### src/rtl/rc_pkg.sv
// rc_pkg: shared definitions for the reconfiguration requester.
//   - FSM state encodings (RC_IDLE / RC_REQ / RC_LOAD)
//   - polarity constants for the active-low rc_reqn / rc_ackn handshake
package rc_pkg;

    typedef logic [1:0] rc_state_t;

    localparam rc_state_t RC_IDLE = 2'd0;
    localparam rc_state_t RC_REQ  = 2'd1;
    localparam rc_state_t RC_LOAD = 2'd2;

    // rc_reqn / rc_ackn are both active-low on the wire.
    localparam logic RC_REQ_ON  = 1'b0;
    localparam logic RC_REQ_OFF = 1'b1;
    localparam logic RC_ACK_ON  = 1'b0;

endpackage

### src/rtl/rc_requester_timeout_cnt.sv
// rc_timeout_cnt: clear/enable cycle counter with a terminal-count flag.
// Ports:
//   clk_i  - clock (rising edge)
//   rst_i  - asynchronous active-high reset
//   clr_i  - synchronous clear to zero (wins over en_i)
//   en_i   - count enable
//   tc_o   - high while the count equals TIMEOUT-1
module rc_timeout_cnt
    import rc_pkg::*;
#(
    parameter int TIMEOUT = 1024
) (
    input  logic clk_i,
    input  logic rst_i,
    input  logic clr_i,
    input  logic en_i,
    output logic tc_o
);

    localparam int CW = $clog2(TIMEOUT);
    localparam logic [CW-1:0] TC_VAL = CW'(TIMEOUT - 1);

    logic [CW-1:0] cnt_q, cnt_d;

    assign tc_o = (cnt_q == TC_VAL);

    // Holds at the terminal count so it can never wrap back to zero.
    always_comb begin
        cnt_d = cnt_q;
        if (clr_i) begin
            cnt_d = '0;
        end else if (en_i && !tc_o) begin
            cnt_d = cnt_q + 1'b1;
        end
    end

    always_ff @(posedge clk_i or posedge rst_i) begin
        if (rst_i) begin
            cnt_q <= '0;
        end else begin
            cnt_q <= cnt_d;
        end
    end

endmodule

### src/rtl/rc_requester.sv
// rc_requester: accepts reconfiguration triggers, requests the sync stage with
// an active-low rc_reqn, waits for the one-cycle rc_ackn pulse and then streams
// LEN bitstream words (index 0..LEN-1) to the loader.
// Ports:
//   clk, rst            - clock, asynchronous active-high reset
//   trig, trig_id       - single-cycle trigger with its region/bitstream ID
//   rc_reqn, rc_ackn    - active-low request (registered) / acknowledge pulse
//   ld_valid, ld_ready  - loader word handshake
//   ld_id, ld_addr      - ID of the bitstream being loaded, word index
//   ld_last             - high with the word at index LEN-1
//   busy                - state is not IDLE
//   err_timeout         - sticky: a request got no ack within TIMEOUT cycles
//   err_overflow        - sticky: a trigger overwrote a full pending slot
//
// Loader handshake: a word moves on every rising edge where ld_valid and
// ld_ready are both high. Once ld_valid is raised it stays high, and ld_id /
// ld_addr / ld_last stay unchanged, until that word has moved; ld_valid never
// depends on ld_ready.
module rc_requester
    import rc_pkg::*;
#(
    parameter int ID_W    = 4,
    parameter int LEN     = 16,
    parameter int ADDR_W  = 8,
    parameter int TIMEOUT = 1024
) (
    input  logic              clk,
    input  logic              rst,
    input  logic              trig,
    input  logic [ID_W-1:0]   trig_id,
    output logic              rc_reqn,
    input  logic              rc_ackn,
    output logic              ld_valid,
    input  logic              ld_ready,
    output logic [ID_W-1:0]   ld_id,
    output logic [ADDR_W-1:0] ld_addr,
    output logic              ld_last,
    output logic              busy,
    output logic              err_timeout,
    output logic              err_overflow
);

    localparam logic [ADDR_W-1:0] LAST_ADDR = ADDR_W'(LEN - 1);

    rc_state_t         state_q, state_d;
    logic              rc_reqn_q, rc_reqn_d;
    logic              ld_valid_q, ld_valid_d;
    logic [ADDR_W-1:0] ld_addr_q, ld_addr_d;
    logic [ID_W-1:0]   ld_id_q, ld_id_d;
    logic [ID_W-1:0]   req_id_q, req_id_d;   // ID of the request in flight
    logic              pend_full_q, pend_full_d;
    logic [ID_W-1:0]   pend_id_q, pend_id_d;
    logic              err_to_q, err_to_d;
    logic              err_ov_q, err_ov_d;

    logic ack;
    logic tc;
    logic xfer;
    logic last_word;

    assign ack       = (rc_ackn == RC_ACK_ON);
    assign xfer      = ld_valid_q & ld_ready;
    assign last_word = (ld_addr_q == LAST_ADDR);

    rc_timeout_cnt #(
        .TIMEOUT (TIMEOUT)
    ) u_timeout_cnt (
        .clk_i (clk),
        .rst_i (rst),
        .clr_i (state_q != RC_REQ),
        .en_i  (state_q == RC_REQ),
        .tc_o  (tc)
    );

    // State and datapath registers.
    always_ff @(posedge clk or posedge rst) begin
        if (rst) begin
            state_q     <= RC_IDLE;
            rc_reqn_q   <= RC_REQ_OFF;
            ld_valid_q  <= 1'b0;
            ld_addr_q   <= '0;
            ld_id_q     <= '0;
            req_id_q    <= '0;
            pend_full_q <= 1'b0;
            pend_id_q   <= '0;
            err_to_q    <= 1'b0;
            err_ov_q    <= 1'b0;
        end else begin
            state_q     <= state_d;
            rc_reqn_q   <= rc_reqn_d;
            ld_valid_q  <= ld_valid_d;
            ld_addr_q   <= ld_addr_d;
            ld_id_q     <= ld_id_d;
            req_id_q    <= req_id_d;
            pend_full_q <= pend_full_d;
            pend_id_q   <= pend_id_d;
            err_to_q    <= err_to_d;
            err_ov_q    <= err_ov_d;
        end
    end

    // Next-state logic. An ack in the terminal-count cycle still wins.
    always_comb begin
        state_d = state_q;
        case (state_q)
            RC_IDLE: if (trig || pend_full_q) state_d = RC_REQ;
            RC_REQ: begin
                if (ack) begin
                    state_d = RC_LOAD;
                end else if (tc) begin
                    state_d = RC_IDLE;
                end
            end
            RC_LOAD: if (xfer && last_word) state_d = RC_IDLE;
            default: state_d = RC_IDLE;
        endcase
    end

    // Registered-output and datapath next values.
    always_comb begin
        // rc_reqn is derived from the next state so it is low exactly in REQ
        // cycles and already high in the cycle after the ack.
        rc_reqn_d   = (state_d == RC_REQ) ? RC_REQ_ON : RC_REQ_OFF;
        ld_valid_d  = (state_d == RC_LOAD);
        ld_addr_d   = ld_addr_q;
        ld_id_d     = ld_id_q;
        req_id_d    = req_id_q;
        pend_full_d = pend_full_q;
        pend_id_d   = pend_id_q;
        err_to_d    = err_to_q;
        err_ov_d    = err_ov_q;

        // Trigger capture: the pending slot is served before a new trigger,
        // and a trigger arriving in that same cycle refills the slot.
        if (state_q == RC_IDLE) begin
            if (pend_full_q) begin
                req_id_d    = pend_id_q;
                pend_full_d = trig;
                if (trig) pend_id_d = trig_id;
            end else if (trig) begin
                req_id_d = trig_id;
            end
        end else if (trig) begin
            pend_id_d   = trig_id;
            pend_full_d = 1'b1;
            if (pend_full_q) err_ov_d = 1'b1;
        end

        if (state_q == RC_REQ) begin
            if (ack) begin
                ld_id_d   = req_id_q;
                ld_addr_d = '0;
            end else if (tc) begin
                err_to_d = 1'b1;
            end
        end

        // Index returns to 0 after the last word so it never leaves 0..LEN-1.
        if (state_q == RC_LOAD && xfer) begin
            ld_addr_d = last_word ? '0 : ld_addr_q + 1'b1;
        end
    end

    // Outputs.
    always_comb begin
        rc_reqn      = rc_reqn_q;
        ld_valid     = ld_valid_q;
        ld_addr      = ld_addr_q;
        ld_id        = ld_id_q;
        ld_last      = ld_valid_q & last_word;
        busy         = (state_q != RC_IDLE);
        err_timeout  = err_to_q;
        err_overflow = err_ov_q;
    end

endmodule

### config.mk
export PLATFORM = sky130hd
export DESIGN_NAME = rc_requester
export DESIGN_NICKNAME = d
export VERILOG_FILES = /design/src/rtl/rc_pkg.sv /design/src/rtl/rc_requester_timeout_cnt.sv /design/src/rtl/rc_requester.sv
export SDC_FILE = /design/constraint.sdc
export NUM_CORES = 1
export LEC_CHECK = 0
export CORE_UTILIZATION = 48
export CTS_CLUSTER_DIAMETER = 60
export DETAILED_ROUTE_END_ITERATION = 8
export GPL_ROUTABILITY_DRIVEN = 0
export PLACE_DENSITY = 0.8
export SETUP_SLACK_MARGIN = 0.2
export SLEW_MARGIN = 20
export SYNTH_ARGS = -nofsm -noshare
export SYNTH_HDL_FRONTEND = slang
export SYNTH_SLANG_ARGS = --single-unit
### constraint.sdc
create_clock -name clk -period 1.56 [get_ports clk]
set_clock_uncertainty 0.05 [all_clocks]
set_input_delay 0.312 -clock clk [delete_from_list [all_inputs] [get_ports clk]]
set_output_delay 0.312 -clock clk [all_outputs]
set_load 0.02 [all_outputs]
==> summary by stage, run 1 <==
Synthesis
The sequential share of the synthesized area is 51.3%. Averaged over all synthesized cells, the footprint is 11.1 um2. The post-synthesis instance area is 1810 um2.

The biggest area consumer among synthesized cells is sky130_fd_sc_hd__dfrtp_1. The number of distinct standard cells referenced by the synthesized netlist is 44. The register bit total from synthesis is 37. The number of warning messages in the yosys log is 0. Yosys attributes the largest share of cell area to sky130_fd_sc_hd__dfrtp_1 (50%), sky130_fd_sc_hd__mux2_2 (5.0%), sky130_fd_sc_hd__o21ai_0 (4.7%), sky130_fd_sc_hd__mux2i_1 (3.9%), sky130_fd_sc_hd__nand2_1 (3.3%). The proportion of register bits with asynchronous set or reset after synthesis is 100%.

In the synthesized netlist the dominant register cell turns out to be sky130_fd_sc_hd__dfrtp_1. The number of nets handed over by synthesis was 174. After synthesis, the largest area contributor takes up 49.8% of total cell area.

The number of flops mapped to enable cells by yosys is 0. The most common cell in the synthesized netlist is sky130_fd_sc_hd__dfrtp_1. The cell count after synthesis is 163. Sorting the synthesized cells by how often they occur yields sky130_fd_sc_hd__dfrtp_1 (36), sky130_fd_sc_hd__o21ai_0 (17), sky130_fd_sc_hd__nand2_1 (16), sky130_fd_sc_hd__nor2_1 (16), sky130_fd_sc_hd__mux2_2 (8).

Drt
The average detailed-routed wire length per instance is 17.2 um. The vias per cell is 5.73. Once detail routing completed, the nets flagged for antenna violations numbered 0. The remaining design rule violation count is 0. For this run, the detailed router's first-pass iteration total came to 4. The routed wire length is 4810 um.

The number of violations reported at the end of detailed-routing iteration 0 is 125. Detailed routing inserted a total of 1605 vias.

Setup path
Among all stages on the critical path, the largest delay is contributed by sky130_fd_sc_hd__dfrtp_1. Walking the worst path, the cells encountered are nor4_4 > and3_4 > buf_6. The worst setup path is launched from a register. The critical path is of the reg2out type. Data arrives at the worst endpoint at 1360 ps. For the worst flop-to-flop path, the logic depth is 5. The endpoint kind of the worst setup timing path is an output pin.

The critical path endpoint is ld_last. The startpoint of the worst-slack reg-to-reg timing path is u_timeout_cnt.cnt_q[0]. The number of buffers and inverters on the critical path is 1. In this run the critical register-to-register path is captured at u_timeout_cnt.cnt_q[9]. Of all nets on the critical path, the largest fanout is 2. The required time at the endpoint of the critical path is 1200 ps.

The cell class contributing the biggest share of worst-path delay is simple AND/OR/NAND/NOR gates. The delay of the slowest cell on the worst path is 420 ps. The worst setup path startpoint is ld_addr[7].

The critical path depth in cells is 3. The slack of the worst reg-to-reg path is -10 ps.

Final layout
The area growth from synthesis to layout is 59.0%. The antenna diode count is 0. The area occupied by registers is 931 um2. The layout has 176 filler cells. In the final layout, the share of cells above drive strength 1 is 51.3%. The post-route core utilization is 82.9%. The multi-input combinational cell area is 1040 um2.

The number of nets in the final layout is 244.

Power and ir drop
The worst-case vdd ir drop is 1.26 mV. In this run the power density over the cells is 1430 nW/um2. In this run the static leakage power is 1.28 nW. The completed layout was analyzed and its total power is 0.00412 W.

Clock network
The cell at the root of the clock tree is sky130_fd_sc_hd__clkbuf_8. The number of clock sinks is 37. For this design, the CTS-stage hold fixing added 0 buffers. After clock tree synthesis, the clock-pin slew on the worst setup and hold paths is 80 ps. Counting the buffers created by CTS gives 5. The later pin in the worst-skew pair is clocked with a latency of 300 ps. In this run the deepest clock path goes through 2 buffers. The depth of the CTS H-tree is 2. TritonCTS built the clock tree.

Status
The final reports fail on setup timing. The run finished, with violations left.

Die
The y dimension of the die is 63.4 um. The overall die area is 4020 um2. The starting density of the core is 52.1%. The placeable core region is 3470 um2.

The chip width is 63.4 um. In this run the core area contains 21 standard-cell rows. The I/O pin total is 27.

Timing
Of the available clock period, the critical path in the final layout requires 110%. Timing would allow up to 581 MHz. The final max-slew violation count is 0. The setup-violating endpoint count in the final report is 3.

Setup repair after global routing could not meet its margin everywhere. Counting I/O delays and the setup requirement, the final critical path takes 1720 ps. The final hold violation count is 0. The slew of the pin with the lowest slew margin is 579 ps. The post-route setup TNS is -239 ps.

In the post-route analysis, the smallest setup slack over all paths is -161 ps. Measured against its own limit, the worst slew margin works out to 61.4%.

Global route
The global-route wire length before repair is 7400 um. The pin count of the biggest net entering global routing is 38. The initial antenna violation count is 0.

The total routing usage reported by global routing is 24.4%. The via count of the first global-routing pass came to 1603. The total overflow reported by the global router is 0.

Job
The max-capacitance violation count is 0.

Placement
The estimated wirelength of the detail-placed design is 2680 um. The number of buffer cells added on primary ports is 26.

Hold path
The tightest min-delay check is of the in2async type.
[repair_timing]
action                     CTS  global route
setup buffers               16             7
pin swaps                   19            23
setup endpoints to repair   44            52
resized for setup          128            43
gates cloned                 1             0
[placed cells by master (no fill, tap or decap), types with 3 or more instances in the layout]
| cell | count |
|---|---|
| sky130_fd_sc_hd__buf_4 | 13 |
| sky130_fd_sc_hd__mux2i_1 | 7 |
| sky130_fd_sc_hd__nand4_1 | 4 |
| sky130_fd_sc_hd__o21ai_1 | 12 |
| sky130_fd_sc_hd__clkbuf_8 | 5 |
| sky130_fd_sc_hd__clkdlybuf4s50_1 | 8 |
| sky130_fd_sc_hd__clkbuf_2 | 5 |
| sky130_fd_sc_hd__dfrtp_1 | 33 |
| sky130_fd_sc_hd__nand2_1 | 12 |
| sky130_fd_sc_hd__inv_1 | 5 |
| sky130_fd_sc_hd__dfrtp_2 | 3 |
| sky130_fd_sc_hd__mux2_4 | 8 |
| sky130_fd_sc_hd__nor2_1 | 12 |
| sky130_fd_sc_hd__nand3_1 | 5 |
| sky130_fd_sc_hd__a31oi_1 | 3 |
| sky130_fd_sc_hd__buf_6 | 37 |
| sky130_fd_sc_hd__xor2_1 | 3 |
| sky130_fd_sc_hd__nor2_2 | 3 |
[per-stage QoR]
stage | instances | cell area (um2) | setup WS [ps] | hold WS (ps)
3_5_place_dp | 248 | 2290 | -316 | 418
5_1_grt | 280 | 2880 | -237 | 331
4_1_cts | 273 | 2700 | -179 | 312
6_report | 280 | 2880 | -161 | 307
3_3_place_gp | 248 | 2290 | -279 | 404
2_1_floorplan | 163 | 1850 | 63.7 | 394
[where the power goes]
part	total (W)	switching (W)	internal, W	leakage, nW
Combinational	0.00169	0.000752	0.000941	0.741
Clock	0.000988	0.000353	0.000635	0.0681
Sequential	0.00144	0.000239	0.00120	0.473
[worst min-delay path: stages]
cell                              delay (ps)
sky130_fd_sc_hd__clkdlybuf4s50_1         390
sky130_fd_sc_hd__inv_1                    90
sky130_fd_sc_hd__buf_12                  220
[flip-flops by register name, summed over array words and instances (netlist names)]
| register | flops |
|---|---|
| err_overflow | 1 |
| err_timeout | 1 |
| ld_addr | 8 |
| ld_id | 4 |
| ld_valid | 1 |
| pend_full_q | 1 |
| pend_id_q | 4 |
| rc_reqn | 1 |
| req_id_q | 4 |
| state_q | 2 |
| u_timeout_cnt.cnt_q | 10 |
[cell families after synthesis]
group | count (synthesis) | share of synthesized area [%]
compound gates | 32 | 12.0
xor+xnor | 4 | 1.94
fa+ha+maj | 3 | 1.94
buf+inv | 12 | 3.53
flops | 37 | 51.3
mux | 15 | 8.86
simple gates | 60 | 20.5
[per-layer routing]
| metal | share of wire (%) | global-route usage, % |
|---|---|---|
| met1 | 39 | 28.4 |
| met2 | 52 | 41.0 |
| met3 | 5.2 | 6.88 |
| met4 | 3.2 | 11.6 |
| met5 | 0 | 0 |
[final cells by class]
| type | count | area share, % |
|---|---|---|
| clock buffers | 5 | 2.39 |
| multi-input cells | 115 | 36.2 |
| well taps | 46 | 2.00 |
| repair buffers | 68 | 24.0 |
| inverters | 6 | 0.783 |
| flip-flops and latches | 37 | 32.4 |
| clock inverters | 3 | 2.26 |
[how the worst min path moves through the flow]
stage	start	slack, ps	to
CTS	rst	310	req_id_q[0]
floorplan	req_id_q[0]	390	req_id_q[0]
finish	rst	310	pend_id_q[2]
global route	rst	330	req_id_q[0]
detailed placement	req_id_q[3]	420	req_id_q[3]
global placement	err_overflow	400	err_overflow
(Power assumes the default switching activity.)
==> run 2: changes to the inputs <==
--- a/config.mk
+++ b/config.mk
@@ -11,6 +11,7 @@
 export GPL_ROUTABILITY_DRIVEN = 0
 export PLACE_DENSITY = 0.8
 export SETUP_SLACK_MARGIN = 0.2
+export SKIP_CTS_REPAIR_TIMING = 1
 export SLEW_MARGIN = 20
 export SYNTH_ARGS = -nofsm -noshare
 export SYNTH_HDL_FRONTEND = slang
==> run 2 against run 1 <==
The flow still finishes with violations (setup timing). Via count fell by 5.5%. Core utilization down 3.0 points. Non-clock buffer count decreased by 9. Global-route usage shrank 3.7 points. Final area is 3.6% lower. Sequential share of layout area up 1.4 points. Total power is 1.9% lower. Combinational power down 4%. Critical path depth unchanged. Maximum frequency is 0.89% lower. Worst hold slack worse by 5.6 ps.
==> summary by stage, run 2 (synthesis gave the netlist of run 1 again) <==
Timing
The slew of the pin with the lowest slew margin is 542 ps (was 579 ps). The slack of the critical path is -176 ps (was -161 ps). The peak clock frequency supported by timing was 576 MHz (was 581 MHz).

The final max-slew violation count is 0 (unchanged). The final critical-path share of the clock period is 111% (was 110%). The relative slew slack is 63.9% (was 61.4%). Setup repair after global routing missed its margin: true (unchanged).

The setup-violating endpoint count in the final report is 1 (was 3). The post-route setup TNS is -176 ps (was -239 ps). The post-layout minimum cycle time is 1740 ps (was 1720 ps). The final hold violation count is 0 (unchanged).

Setup path
The cell with the largest stage delay on the worst path is sky130_fd_sc_hd__dfrtp_2 (was sky130_fd_sc_hd__dfrtp_1). The critical path launch point type is a register (unchanged). The startpoint of the worst-slack reg-to-reg timing path is u_timeout_cnt.cnt_q[0] (unchanged). Cell Chain, Critical Path: nor4_4 > and3_4 > buf_6 (unchanged). The slack of the worst reg-to-reg path is 0 ps (was -10 ps). The signal arrival time at the worst endpoint is 1370 ps (was 1360 ps). The count of buffer and inverter cells on the critical path is 1 (unchanged).

The kind of critical path is reg2out (unchanged). The required time at the endpoint of the critical path is 1200 ps (about the same). The capture instance of the worst register-to-register path is u_timeout_cnt.cnt_q[6] (was u_timeout_cnt.cnt_q[9]). The worst-case reg-to-reg path depth is 7 (was 5). The cell class contributing the biggest share of worst-path delay is simple AND/OR/NAND/NOR gates (unchanged). The delay of the slowest cell on the worst path is 430 ps (was 420 ps).

The endpoint kind of the worst setup timing path is an output pin (unchanged). The top fanout value on the critical path came to 2 (unchanged).

Power and ir drop
The leakage power summed over all cells came to 1.26 nW (was 1.28 nW). The power density over the cells is 1460 nW/um2 (was 1430 nW/um2). The total power draw was 0.00405 W (was 0.00412 W).

The worst-case vdd ir drop was 1.35 mV (was 1.26 mV).

Final layout
The register containing the most flip-flops in the final layout was u_timeout_cnt.cnt_q (unchanged). The number of flip-flops under the largest register name is 10 (unchanged). The most common cell after layout, fill and taps aside is sky130_fd_sc_hd__buf_6 (unchanged).

The antenna diode count is 0 (unchanged). Most frequent cells in the layout: sky130_fd_sc_hd__buf_6 (31), sky130_fd_sc_hd__dfrtp_1 (29), sky130_fd_sc_hd__nor2_1 (14), sky130_fd_sc_hd__o21ai_1 (11), sky130_fd_sc_hd__nand2_1 (10) (was sky130_fd_sc_hd__buf_6 (37), sky130_fd_sc_hd__dfrtp_1 (33), sky130_fd_sc_hd__buf_4 (13)). The synthesis-to-layout area growth is 53.4% (was 59.0%). The post-route core utilization is 79.9% (was 82.9%). The number of filler cells placed in the layout came to 203 (was 176). The number of nets in the final layout is 235 (was 244). The share of post-route cells with drive strength above 1 is 48.4% (was 51.3%).

The area of all placed cells without fillers is 2770 um2 (was 2880 um2).

Global route
The initial antenna violation count is 0 (unchanged). The via count of the first global-routing pass is 1467 (was 1603). The pin count of the biggest net entering global routing came to 38 (unchanged). The met2 capacity usage during global routing was 35.4% (was 41.0%). The global-route wire length before repair is 6310 um (was 7400 um). The total routing usage reported by global routing came to 20.7% (was 24.4%). The total overflow reported by the global router was 0 (unchanged).

The met3 global-route usage is 7.07% (was 6.88%). The global-route layer with the greatest usage is met2 (unchanged). The met1 track demand over resource in global routing was 23.2% (was 28.4%).

Clock network
The clock transition at the registers of the reported paths is 80 ps (about the same). The clock tree from TritonCTS is yes (unchanged). The source-to-sink clock delay at the later pin of the worst-skew pair is 300 ps (about the same). The number of clock sinks was 37 (unchanged). The number of buffers created by CTS is 5 (unchanged). The cell at the root of the clock tree is sky130_fd_sc_hd__clkbuf_8 (unchanged). The number of buffers on the longest clock path is 2 (unchanged). The depth of the CTS H-tree was 2 (unchanged).

Drt
The remaining design rule violation count is 0 (unchanged). The vias per cell is 5.59 (was 5.73). The average detailed-routed wire length per instance is 17.4 um (was 17.2 um). The total via count in the routed design is 1516 (was 1605). The iteration count of the initial detailed-routing pass is 4 (unchanged). The number of violations reported at the end of detailed-routing iteration 0 was 109 (was 125). The residual antenna-violating net count after detailed routing came to 0 (unchanged).

The routed wire length came to 4710 um (was 4810 um).

Placement
The pre-CTS worst setup slack is -316 ps (unchanged). The estimated wirelength of the detail-placed design is 2680 um (unchanged). The total cell area at the placement stage was 2290 um2 (unchanged).

The number of buffer cells added on primary ports is 26 (unchanged).

Die
The I/O pin total came to 27 (unchanged). The overall die area is 4020 um2 (unchanged). The starting density of the core is 52.1% (unchanged). The number of placement rows is 21 (unchanged). The y dimension of the die is 63.4 um (unchanged). The placeable core region is 3470 um2 (unchanged).

The chip width came to 63.4 um (unchanged).

Status
Violated checks: setup timing (unchanged). Status: finished with violations (unchanged).

Job
The max-capacitance violation count is 0 (unchanged).

Hold path
The kind of path behind the tightest hold check is in2async (unchanged).
-- run 2: worst min-delay path, cell delays in order --
cell and delay (ps):
sky130_fd_sc_hd__clkdlybuf4s50_1 390, sky130_fd_sc_hd__inv_1 90, sky130_fd_sc_hd__buf_12 220
-- run 2: cell type report --
cell class                      instances  area, um2  share of cell area [%]
Clock buffer                            5       68.8                    2.48
Clock inverter                          3       65.1                    2.35
Inverter                                6       22.5                   0.812
Multi-Input combinational cell        115        996                    35.9
Sequential cell                        37        936                    33.8
Tap cell                               46       57.6                    2.08
Timing Repair Buffer                   59        627                    22.6
-- run 2: through the flow --
step	cells	hold WS [ps]
2_1_floorplan	163	394
3_3_place_gp	248	404
3_5_place_dp	248	418
4_1_cts	256	312
5_1_grt	271	330
6_report	271	301
-- run 2: metal layers --
metal  up-vias  part of all wire (%)  routed length (um)
met5         -                     0                   0
met4         0                   2.8                 133
met3        12                   3.8                 181
met2        37                    53                2500
met1       757                    40                1900
li1        710                     -                   -
-- run 2: worst max path at each step --
stage	endpoint	startpoint	depth (start not counted)	slack [ps]
6_report	ld_last	ld_addr[4]	3	-180
5_1_grt	ld_last	ld_addr[4]	3	-220
4_1_cts	ld_last	ld_addr[7]	3	-650
3_5_place_dp	ld_last	ld_addr[7]	3	-320
3_3_place_gp	ld_last	ld_addr[7]	3	-280
2_1_floorplan	pend_id_q[0]	state_q[1]	5	60
-- run 2: report_power, final --
part / leakage (nW) / total, W / switching (W) / internal, W
Clock: 0.0681 / 0.00100 / 0.000365 / 0.000635
Sequential: 0.466 / 0.00143 / 0.000220 / 0.00121
Combinational: 0.725 / 0.00162 / 0.000727 / 0.000891
